**src/rtl/tm1637_ctrl.sv**
```systemverilog
// tm1637_ctrl: TM1637 LED display write controller.
// A start/busy/done handshake triggers one complete write. The write is three
// back-to-back frames on the two-wire bus: data command 0x40; address 0xC0
// followed by NUM_DIGITS segment bytes; display control. Every byte is sent
// LSB first. A missing ACK sets the sticky ack_err flag, and the write still
// runs to the end.
// Ports:
//   clk_50M, rst_n      clock; synchronous active-low reset
//   start               request a write; taken only when busy=0
//   digits              segment bytes, digits[7:0] goes first
//   brightness          display brightness 0..7
//   display_on          1 = display enabled
//   busy, done          write in progress / one-cycle end-of-write pulse
//   ack_err             sticky missing-ACK flag for the last write
//   tm1637_clk          bus clock (push-pull)
//   tm1637_dio_oe       1 = pull DIO low, 0 = release DIO
//   tm1637_dio_in       sampled DIO level
//   tm1637_vcc          display power enable
//   debug_step_id       {state, bit index}
module tm1637_ctrl #(
    parameter int NUM_DIGITS = 4,
    parameter int CLK_DIV    = 250
) (
    input  logic                    clk_50M,
    input  logic                    rst_n,
    input  logic                    start,
    input  logic [8*NUM_DIGITS-1:0] digits,
    input  logic [2:0]              brightness,
    input  logic                    display_on,
    output logic                    busy,
    output logic                    done,
    output logic                    ack_err,
    output logic                    tm1637_clk,
    output logic                    tm1637_dio_oe,
    input  logic                    tm1637_dio_in,
    output logic                    tm1637_vcc,
    output logic [6:0]              debug_step_id
);

    localparam int             DW        = $clog2(CLK_DIV);
    localparam logic [DW-1:0]  DIV_LAST  = DW'(CLK_DIV - 1);
    localparam logic [2:0]     LAST_BYTE = 3'(NUM_DIGITS);

    typedef enum logic [2:0] {
        IDLE  = 3'd0,
        START = 3'd1,
        BIT   = 3'd2,
        ACK   = 3'd3,
        STOP  = 3'd4
    } state_t;

    state_t                       state, state_nxt;
    logic [1:0]                   hp, hp_nxt;          // half-period within the state
    logic [2:0]                   bit_idx, bit_idx_nxt;
    logic [1:0]                   frame, frame_nxt;
    logic [2:0]                   byte_cnt, byte_cnt_nxt; // frame 2: 0 = address, k = digit k-1
    logic [DW-1:0]                div, div_nxt;
    logic [NUM_DIGITS-1:0][7:0]   digits_q, digits_nxt;
    logic [2:0]                   bri_q, bri_nxt;
    logic                         on_q, on_nxt;
    logic                         busy_nxt, done_nxt, ack_err_nxt, scl_nxt, oe_nxt;
    logic                         tick;
    logic [7:0]                   cur_byte, nxt_digit;

    assign tick = (div == DIV_LAST);

    // Byte on the wire now, and the digit that follows the current ACK in frame 2.
    always_comb begin
        nxt_digit = 8'h00;
        for (int i = 0; i < NUM_DIGITS; i++)
            if (byte_cnt == 3'(i)) nxt_digit = digits_q[i];
        case (frame)
            2'd0: cur_byte = 8'h40;
            2'd1: begin
                cur_byte = 8'hC0;
                for (int i = 0; i < NUM_DIGITS; i++)
                    if (byte_cnt == 3'(i + 1)) cur_byte = digits_q[i];
            end
            default: cur_byte = {4'h8, on_q, bri_q};
        endcase
    end

    // Outputs are registered and only move when a half-period ends, so each
    // branch sets the bus levels for the next half-period.
    always_comb begin
        state_nxt    = state;
        hp_nxt       = hp;
        bit_idx_nxt  = bit_idx;
        frame_nxt    = frame;
        byte_cnt_nxt = byte_cnt;
        div_nxt      = div;
        digits_nxt   = digits_q;
        bri_nxt      = bri_q;
        on_nxt       = on_q;
        busy_nxt     = busy;
        done_nxt     = 1'b0;
        ack_err_nxt  = ack_err;
        scl_nxt      = tm1637_clk;
        oe_nxt       = tm1637_dio_oe;

        if (state == IDLE) begin
            if (start) begin
                state_nxt    = START;
                hp_nxt       = 2'd0;
                bit_idx_nxt  = 3'd0;
                frame_nxt    = 2'd0;
                byte_cnt_nxt = 3'd0;
                div_nxt      = '0;
                digits_nxt   = digits;
                bri_nxt      = brightness;
                on_nxt       = display_on;
                ack_err_nxt  = 1'b0;
                busy_nxt     = 1'b1;
                scl_nxt      = 1'b1;
                oe_nxt       = 1'b0;
            end
        end else if (!tick) begin
            div_nxt = div + 1'b1;
        end else begin
            div_nxt = '0;
            case (state)
                START: begin
                    if (hp == 2'd0) begin
                        hp_nxt = 2'd1;
                        oe_nxt = 1'b1;            // DIO falls while CLK high
                    end else begin
                        state_nxt   = BIT;
                        hp_nxt      = 2'd0;
                        bit_idx_nxt = 3'd0;
                        scl_nxt     = 1'b0;
                        oe_nxt      = ~cur_byte[0];
                    end
                end
                BIT: begin
                    if (hp == 2'd0) begin
                        hp_nxt  = 2'd1;
                        scl_nxt = 1'b1;
                    end else if (bit_idx == 3'd7) begin
                        state_nxt   = ACK;
                        hp_nxt      = 2'd0;
                        bit_idx_nxt = 3'd0;
                        scl_nxt     = 1'b0;
                        oe_nxt      = 1'b0;
                    end else begin
                        hp_nxt      = 2'd0;
                        bit_idx_nxt = bit_idx + 3'd1;
                        scl_nxt     = 1'b0;
                        oe_nxt      = ~cur_byte[bit_idx + 3'd1];
                    end
                end
                ACK: begin
                    if (hp == 2'd0) begin
                        hp_nxt  = 2'd1;
                        scl_nxt = 1'b1;
                    end else begin
                        if (tm1637_dio_in) ack_err_nxt = 1'b1;
                        hp_nxt  = 2'd0;
                        scl_nxt = 1'b0;
                        if (frame == 2'd1 && byte_cnt < LAST_BYTE) begin
                            state_nxt    = BIT;
                            byte_cnt_nxt = byte_cnt + 3'd1;
                            bit_idx_nxt  = 3'd0;
                            oe_nxt       = ~nxt_digit[0];
                        end else begin
                            state_nxt = STOP;
                            oe_nxt    = 1'b1;
                        end
                    end
                end
                STOP: begin
                    case (hp)
                        2'd0: begin
                            hp_nxt  = 2'd1;
                            scl_nxt = 1'b1;
                        end
                        2'd1: begin
                            hp_nxt = 2'd2;
                            oe_nxt = 1'b0;        // DIO rises while CLK high
                        end
                        default: begin
                            hp_nxt       = 2'd0;
                            byte_cnt_nxt = 3'd0;
                            if (frame == 2'd2) begin
                                state_nxt = IDLE;
                                frame_nxt = 2'd0;
                                busy_nxt  = 1'b0;
                                done_nxt  = 1'b1;
                            end else begin
                                state_nxt = START;
                                frame_nxt = frame + 2'd1;
                            end
                        end
                    endcase
                end
                default: begin
                    state_nxt = IDLE;
                    busy_nxt  = 1'b0;
                    scl_nxt   = 1'b1;
                    oe_nxt    = 1'b0;
                end
            endcase
        end
    end

    always_ff @(posedge clk_50M) begin
        if (!rst_n) begin
            state         <= IDLE;
            hp            <= 2'd0;
            bit_idx       <= 3'd0;
            frame         <= 2'd0;
            byte_cnt      <= 3'd0;
            div           <= '0;
            digits_q      <= '0;
            bri_q         <= 3'd0;
            on_q          <= 1'b0;
            busy          <= 1'b0;
            done          <= 1'b0;
            ack_err       <= 1'b0;
            tm1637_clk    <= 1'b1;
            tm1637_dio_oe <= 1'b0;
            tm1637_vcc    <= 1'b0;
        end else begin
            state         <= state_nxt;
            hp            <= hp_nxt;
            bit_idx       <= bit_idx_nxt;
            frame         <= frame_nxt;
            byte_cnt      <= byte_cnt_nxt;
            div           <= div_nxt;
            digits_q      <= digits_nxt;
            bri_q         <= bri_nxt;
            on_q          <= on_nxt;
            busy          <= busy_nxt;
            done          <= done_nxt;
            ack_err       <= ack_err_nxt;
            tm1637_clk    <= scl_nxt;
            tm1637_dio_oe <= oe_nxt;
            tm1637_vcc    <= 1'b1;
        end
    end

    assign debug_step_id = {state, (state == BIT) ? {1'b0, bit_idx} : 4'd0};

endmodule

```
**config.mk**
```make
export PLATFORM = sky130hd
export DESIGN_NAME = tm1637_ctrl
export DESIGN_NICKNAME = d
export VERILOG_FILES = /design/src/rtl/tm1637_ctrl.sv
export SDC_FILE = /design/constraint.sdc
export NUM_CORES = 1
export LEC_CHECK = 0
export BUFFER_PORTS_ARGS = -buffer_cell sky130_fd_sc_hd__buf_4
export CAP_MARGIN = 20
export CORE_UTILIZATION = 45
export CTS_BUF_LIST = sky130_fd_sc_hd__clkbuf_8 sky130_fd_sc_hd__clkbuf_16
export DETAILED_ROUTE_END_ITERATION = 6
export GPL_ROUTABILITY_DRIVEN = 0
export PLACE_DENSITY = 0.68
export SLEW_MARGIN = 20
export SYNTH_ARGS = -nofsm -noshare
export SYNTH_HDL_FRONTEND = slang
export SYNTH_SLANG_ARGS = --single-unit
```
**constraint.sdc**
```tcl
create_clock -name clk_50M -period 2.1 [get_ports clk_50M]
set_clock_uncertainty 0.2 [all_clocks]
set_input_delay 0.42 -clock clk_50M [delete_from_list [all_inputs] [get_ports clk_50M]]
set_output_delay 0.42 -clock clk_50M [all_outputs]
set_load 0.005 [all_outputs]
```
# After elaboration in Yosys (flattened, before gate mapping)

Index checks and enable logic that the tools add are counted.

Add/subtract/negate cells: 4
Magnitude comparators: 2
Eq/ne operators: 26
Muxes and demuxes: 81
Bitwise operators: 6
Reduce and logical (&&, ||, !) cells: 26

Operator list:

| kind                | count |
|---|---|
| $mux 3              | 23 |
| $mux 8              | 7 |
| $mux 1              | 33 |
| $ne 3x3->1 const B  | 9 |
| $mux 2              | 8 |
| $pmux 8 s2          | 1 |
| $reduce_and 5->1    | 3 |
| $reduce_and 7->1    | 2 |
| $eq 3x2->1 const B  | 4 |
| $pmux 3 s4          | 1 |
| $eq 3x3->1 const B  | 3 |
| $pmux 3 s3          | 1 |
| $add 8x1->8 const B | 1 |
| $eq 8x8->1 const B  | 1 |
| $pmux 2 s2          | 2 |
| $reduce_and 4->1    | 2 |
| $reduce_bool 2->1   | 4 |
| $add 3x1->3 const B | 2 |
| $eq 3x1->1 const B  | 2 |
| $logic_not 3->1     | 2 |
| $not 1->1           | 6 |
| $pmux 3 s2          | 1 |
| $reduce_and 6->1    | 1 |
| $reduce_bool 3->1   | 2 |
| 19 further kinds    | 24 |

Flip-flop bits (word level): 63
Bits of input ports: 40
Output and inout port bits: 13
Logic and storage cells: 163

# Longest topological paths before layout

Gate-level depths: netlist of run 1.

Depth in word-level cells: 14
Gate-level depth with buffers: 10

# Least setup slack after synthesis of run 1

No wires, ideal clock.

Kind: register to register
Start point: register byte_cnt[0]
End point: register tm1637_dio_oe
Library setup time: 0.114 ns
Arrival: 1.987 ns
Data required time: 1.786 ns
Path slack: -0.201 ns
Stages on the path, launching flop included: 10
Buffers on the path: 1
Clock period less this slack: 2.301 ns
Cell sequence: dfxtp_1 inv_1 ha_1 buf_2 nor4b_4 nand2_1 a2111oi_0 o2bb2ai_1 a41o_1 a21o_1

Cells in the longest elaborated chain, start to end: 14

Ends and longest elaborated chain:

| element                      | line   | RTL |
|---|---|---|
| start: declaration           | 56     | `logic [2:0] byte_cnt, byte_cnt_nxt;` |
| start signal: assignment     | 227    | `byte_cnt <= byte_cnt_nxt;` |
| $eq 3x1->1                   | 71, 77 |  |
| $mux 8 (4 in series)         | 77     | `if (byte_cnt == 3'(i + 1)) cur_byte = digits_q[i];` |
| $pmux 8 s2                   | 72     | `case (frame)` |
| $bmux 1 s3                   | 148    | `oe_nxt = ~cur_byte[bit_idx + 3'd1];` |
| $mux 1 (not written as such) | 148    |  |
| $not 1->1                    | 148    |  |
| $mux 1                       | 138    | `end else if (bit_idx == 3'd7) begin` |
| $mux 1                       | 135    | `if (hp == 2'd0) begin` |
| $pmux 1 s4 *                 | 121    | `case (state)` |
| $mux 1 *                     | 117    | `end else if (!tick) begin` |
| $mux 1 *                     | 101    | `if (state == IDLE) begin` |
| end signal: assignment       | 236    | `tm1637_dio_oe <= oe_nxt;` |
| end: declaration             | 34     | `output logic tm1637_dio_oe,` |

Every way passes the cells marked *; elsewhere a longest branch is shown, timed or not. The select of a mux whose other input is x is not followed.
A chain may end at the register's enable or synchronous reset.

# Worst setup path after layout of run 1

Ends and elaborated chain as after synthesis.

==> results of run 1 <==
cells in the final DEF, fill, tap and decap left out, types with 6 or more instances in the layout:
master    netlist  routed
a31oi_1         6       6
dfxtp_1        63      58
and2_1          8       7
a21oi_1        61      58
o21ai_0        13      13
nor2_1         24      24
clkbuf_8        0      10
nand2_1       102     102
mux2i_1         7       7
nand2b_1        8       8
buf_4           2      99
registers in the layout, summed over array words and instances (netlist names), 2 cells and up:
register and count:
hp 2, digits_q 32, frame 2, bit_idx 3, div 8, state 3, byte_cnt 3, bri_q 3
worst max-delay path: cells and delay by family (launching register included):
family | cells | cell delay, ps
adder cells (fa/ha/maj) | 2 | 390
AO/OA/AOI/OAI | 4 | 730
flip-flops | 1 | 350
buffers and inverters | 1 | 170
AND/OR/NAND/NOR | 2 | 310
cells by family (layout without fill, tap and decap cells):
logic type	after synthesis	after routing	share of synthesized area, %
multiplexers	8	8	2.46
other	1	1	0.114
AND/OR/NAND/NOR	183	183	26.5
buffers and inverters	39	131	5.57
AO/OA/AOI/OAI	122	122	23.7
flip-flops	63	63	38.2
adder cells (fa/ha/maj)	9	9	3.41
final timing paths:
path / start / slack, ps / cells past startpoint / end
hold reg to reg: digits_q[21] / 260 / 2 / digits_q[21]
hold / removal: rst_n / 30 / 1 / tm1637_vcc
setup reg to reg: byte_cnt[0] / -140 / 9 / tm1637_dio_oe
setup / recovery: byte_cnt[0] / -140 / 9 / tm1637_dio_oe
metrics by stage:
step                hold slack, ps  instances  TNS (ps)  total power, W
detailed placement             246        595      -237         0.00252
global route                  28.3        613      -356         0.00388
CTS                           26.1        611      -113         0.00362
global placement               241        595      -105         0.00249
finish                        33.2        613      -145         0.00367
floorplan                      231        425     -24.9         0.00211
per-layer routing:
metal / vias to the layer above / wire length [µm] / track usage (%)
li1: 1653 / - / -
met1: 1530 / 4170 / 33.0
met2: 85 / 4000 / 38.4
met3: 19 / 482 / 6.97
met4: 0 / 189 / 9.39
met5: - / 0 / 0
power groups by stage:
stage | Clock, W | Combinational, W | Sequential [W]
5_1_grt | 0.00117 | 0.00128 | 0.00143
6_report | 0.00110 | 0.00116 | 0.00142
3_3_place_gp | 0 | 0.00106 | 0.00143
3_5_place_dp | 0 | 0.00108 | 0.00144
4_1_cts | 0.00111 | 0.00109 | 0.00141
2_1_floorplan | 0 | 0.000692 | 0.00141
layout make-up:
class / instances / area share, %
tap: 96 / 2.70
multi-input combinational: 323 / 44.1
sequential: 63 / 28.5
inverter: 8 / 0.676
clock inverter: 6 / 1.55
timing repair buffer: 107 / 19.3
clock buffer: 10 / 3.10
repair_timing:
action                                  4_1_cts  5_1_grt
setup buffers                                 0        2
pin swaps                                     1        3
endpoints found under the setup margin        5       12
resized for setup                             4       19
==> impl_metrics.yaml, run 1 <==
worst_setup_path:
  cp_max_fo: 5
  arrival_ps: 2290
  critPathLaunchType: "register"
  critPathMaxStageDelay_ps: 350
  crit_path_end_kind: "register"
  crit_path_cell_trace: "ha_2 -> ha_4 -> nor4b_4 -> buf_4 -> nand2_1 -> a21oi_1 -> o22ai_2 -> a41o_1 -> a21o_1"
  critical_path.slowest_cell: "dfxtp_2"
  worstSetupPathType: "reg -> reg"
  cp.required_ps: 2140
synthesis:
  async_reset_ff_share_pct: 0
  syn_avg_cell_area_um2: 7.77
  synth_cell_type_count: 62
  synth_edf_count: 0
  synth_ff_type: "dfxtp_1"
  yosysSeqAreaShare_pct: 38.2
  synth_area_um2: 3300
  yosys.area.top_type_share_pct: 38.2
  syn_inst: 425
  synth_top_area_cell: "dfxtp_1"
  synth_most_common_cell: "nand2_1"
  synth_nets: 474
  yosysWarnings: 0
  yosys-top-cells-count: "nand2_1 (102), dfxtp_1 (63), a21oi_1 (61), nor2_1 (24), clkbuf_1 (15)"
  synth_area_leaders: "dfxtp_1 (38%), nand2_1 (12%), a21oi_1 (9.2%)"
  synth_seq_cells: 63
detailed_routing:
  drt_iter0_markers: 301
  routed_via_density: 5.36
  wl_mm: 8.84
  vias: 3287
  routedWlPerCell_um: 14.4
  drc: 0
  ant_nets: 0
  first_pass_iters: 4
floorplanning:
  start_util_pct: 47.5
  die_area_um2: 7680
  core_um2: 6940
  die_w_um: 87.6
  pin_count: 53
  die_y_um: 87.6
  rows: 30
pwr:
  intPower_w: 0.00245
  pwr-share-seq_pct: 38.5
  power_density_nw_per_um2: 826
  p_leak_nw: 1.80
  peakVddDrop_mv: 0.527
  swShare_pct: 33.3
  comb_power_share_pct: 31.6
  switchingPower_w: 0.00122
  power_frac_clock_pct: 29.8
clock_tree:
  cts_max_level: 3
  cts_hold_buf: 0
  cts_tree: "done"
  cts_sinks: 63
  cts_made_buffers: 9
  cts_buffer_depth: 2
  clk_pin_slew_worst_paths_ps: 80
  cts-root-buf: "clkbuf_8"
  worst_skew_pair.late_latency_ps: 340
finish:
  n_antenna_cell: 0
  finalNetCount: 561
  post-route-cell-area_um2: 4440
  seq_area_um2: 1270
  multi_input_area_um2: 1960
  drive_gt1_share_pct: 30.6
  syn_to_final_growth_pct: 34.6
  fillerInstances: 602
  utilization_pct: 64.0
global_route:
  grt_antenna_before_repair: 0
  grtUsageTotal_pct: 24.8
  grt_pass1_vias: 3131
  grt_pass1_wl_mm: 14.7
  grt_overflow: 0
  grt_max_degree: 58
flow_run:
  cap_violations: 0
status:
  violations: "setup timing"
  status: "finished, violations left"
sta:
  finalSetupViolCount: 1
  hold_viol_final: 0
  fmax_ghz: 0.445
  rsz0062_at_grt: "yes"
  slew_viol_final: 0
  fin_crit_ps: 2240
  setup_ws_ps: -145
  fin_crit_sh_pct: 107
worst_hold_path:
  hold_class: "in -> reg"
placed_design:
  io_buffer_count: 51
  placed_cell_area_um2: 4130
  dp_hpwl_mm: 6.42
  pre_cts_ws_ps: -125
No activity file was read; power rests on OpenSTA's default activity.
==> run 2: changes to the inputs <==
--- a/config.mk
+++ b/config.mk
@@ -12,6 +12,7 @@
 export DETAILED_ROUTE_END_ITERATION = 6
 export GPL_ROUTABILITY_DRIVEN = 0
 export PLACE_DENSITY = 0.68
+export SKIP_LAST_GASP = 1
 export SLEW_MARGIN = 20
 export SYNTH_ARGS = -nofsm -noshare
 export SYNTH_HDL_FRONTEND = slang
==> run 2 against run 1 <==
- the run still ends with setup timing left
- non-clock buffer count is the same
- largest power group unchanged
- cell count is the same
- largest cell class unchanged
- die area is the same
- critical path depth is the same
==> impl_metrics.yaml, run 2 (synthesis gave the netlist of run 1 again) <==
finish:
  regMostFlops: "digits_q"
  syn_to_final_growth_pct: 34.2
  final_cell_mix: "nand2_1 (102), buf_4 (100), dfxtp_1 (60)"
  finalNetCount: 561
  n_antenna_cell: 0
  drive_gt1_share_pct: 29.6
  final_common_cell: "nand2_1"
  reg_top3: "digits_q (32), div (8)"
  utilization_pct: 63.8
  largest_reg_flops: 32
sta:
  fin_crit_ps: 2250
  fin_crit_sh_pct: 107
  finalSetupViolCount: 1
  setup_ws_ps: -148
  rsz0062_at_grt: "yes"
  hold_viol_final: 0
  slew_viol_final: 0
  timing.hold.ws_ps: 28.4
  fmax_ghz: 0.445
worst_setup_path:
  crit_path_end_kind: "register"
  crit_path_cell_trace: "ha_2 -> ha_4 -> nor4b_4 -> buf_4 -> nand2_1 -> a21oi_1 -> o22ai_2 -> a41o_1 -> a21o_1"
  critical_path.slowest_cell: "dfxtp_2"
  cpLargestDelayFamily: "compound AO/OA/AOI/OAI gates"
  worst-path-buf-inv: 1
  cp.required_ps: 2150
  critPathLaunchType: "register"
  arrival_ps: 2290
  ff2ff_setup_slack_ps: -150
  critPathMaxStageDelay_ps: 350
  cp_max_fo: 5
  worstSetupPathType: "reg -> reg"
clock_tree:
  cts_max_level: 3
  cts_sinks: 63
  clk_pin_slew_worst_paths_ps: 80
  cts_tree: "done"
  cts_made_buffers: 9
  worst_skew_pair.late_latency_ps: 350
  cts_buffer_depth: 2
  cts_hold_buf: 0
  cts-root-buf: "clkbuf_8"
detailed_routing:
  routedWlPerCell_um: 14.4
  routed_via_density: 5.42
  wl_mm: 8.80
  drc: 0
  first_pass_iters: 5
  vias: 3321
  drt_iter0_markers: 287
  ant_nets: 0
pwr:
  switchingPower_w: 0.00122
  intPower_w: 0.00244
  power_frac_clock_pct: 30.0
  swShare_pct: 33.3
  p_leak_nw: 1.80
  pwr-share-seq_pct: 38.6
  power_density_nw_per_um2: 827
  comb_power_share_pct: 31.4
  peakVddDrop_mv: 0.530
global_route:
  grt_pass1_wl_mm: 14.7
  grt_pass1_vias: 3131
  grt_antenna_before_repair: 0
  grtUsageTotal_pct: 24.8
  grt_max_degree: 58
  grt_overflow: 0
flow_run:
  cap_violations: 0
floorplanning:
  die_w_um: 87.6
  start_util_pct: 47.5
  die_y_um: 87.6
  die_area_um2: 7680
  rows: 30
  pin_count: 53
  core_um2: 6940
placed_design:
  io_buffer_count: 51
  dp_hpwl_mm: 6.42
worst_hold_path:
  hold_class: "in -> reg"
status:
  status: "finished, violations left"
  violations: "setup timing"
run 2: cell counts in the layout (fill, tap and decap cells not counted):
No cell type changed its count.
run 2: timing repair:
| action | in CTS | in global routing |
|---|---|---|
| resized for setup | 4 | 13 |
| pin swaps | 1 | 3 |
| cloned | 0 | 0 |
| buffers inserted | 0 | 2 |
| setup endpoints to repair | 5 | 12 |
run 2: area by class of cell:
class | instances | area [µm²]
inverter | 8 | 30.0
clock inverter | 6 | 68.8
timing repair buffer | 107 | 856
fill | 606 | 2510
sequential | 63 | 1260
multi-input combinational | 323 | 1950
clock buffer | 10 | 138
tap | 96 | 120
run 2: layer usage:
metal / wire length (µm) / track usage, %
met4: 170 / 9.39
met3: 492 / 6.97
met5: 0 / 0
met2: 4020 / 38.4
met1: 4130 / 33.0
run 2: worst register-to-register path, cell delays in order (launching register included):
cell and delay [ps]:
dfxtp_2 350, ha_2 200, ha_4 190, nor4b_4 260
buf_4 170, nand2_1 50, a21oi_1 210, o22ai_2 130
a41o_1 250, a21o_1 140
run 2: power by group through the flow:
| stage | sequential [W] | combinational [W] | clock [W] |
|---|---|---|---|
| finish | 0.00141 | 0.00115 | 0.00110 |
| global route | 0.00143 | 0.00128 | 0.00117 |
| CTS | 0.00141 | 0.00109 | 0.00111 |
| detailed placement | 0.00144 | 0.00108 | 0 |
| global placement | 0.00143 | 0.00106 | 0 |
| floorplan | 0.00141 | 0.000692 | 0 |
run 2: worst paths after layout:
check / startpoint / endpoint / depth (start not counted)
worst max-delay path: byte_cnt[0] / tm1637_dio_oe / 9
worst min-delay path: rst_n / tm1637_vcc / 1
worst max register to register: byte_cnt[0] / tm1637_dio_oe / 9
worst min register to register: digits_q[14] / digits_q[14] / 2
run 2: stage by stage:
step	total power [W]	setup slack [ps]	std cells	setup TNS, ps	instance area (µm²)
2_1_floorplan	0.00211	-24.9	425	-24.9	3360
3_3_place_gp	0.00249	-55.0	595	-105	4130
3_5_place_dp	0.00252	-125	595	-237	4130
4_1_cts	0.00362	-113	611	-113	4350
5_1_grt	0.00387	-245	613	-587	4430
6_report	0.00366	-148	613	-148	4430
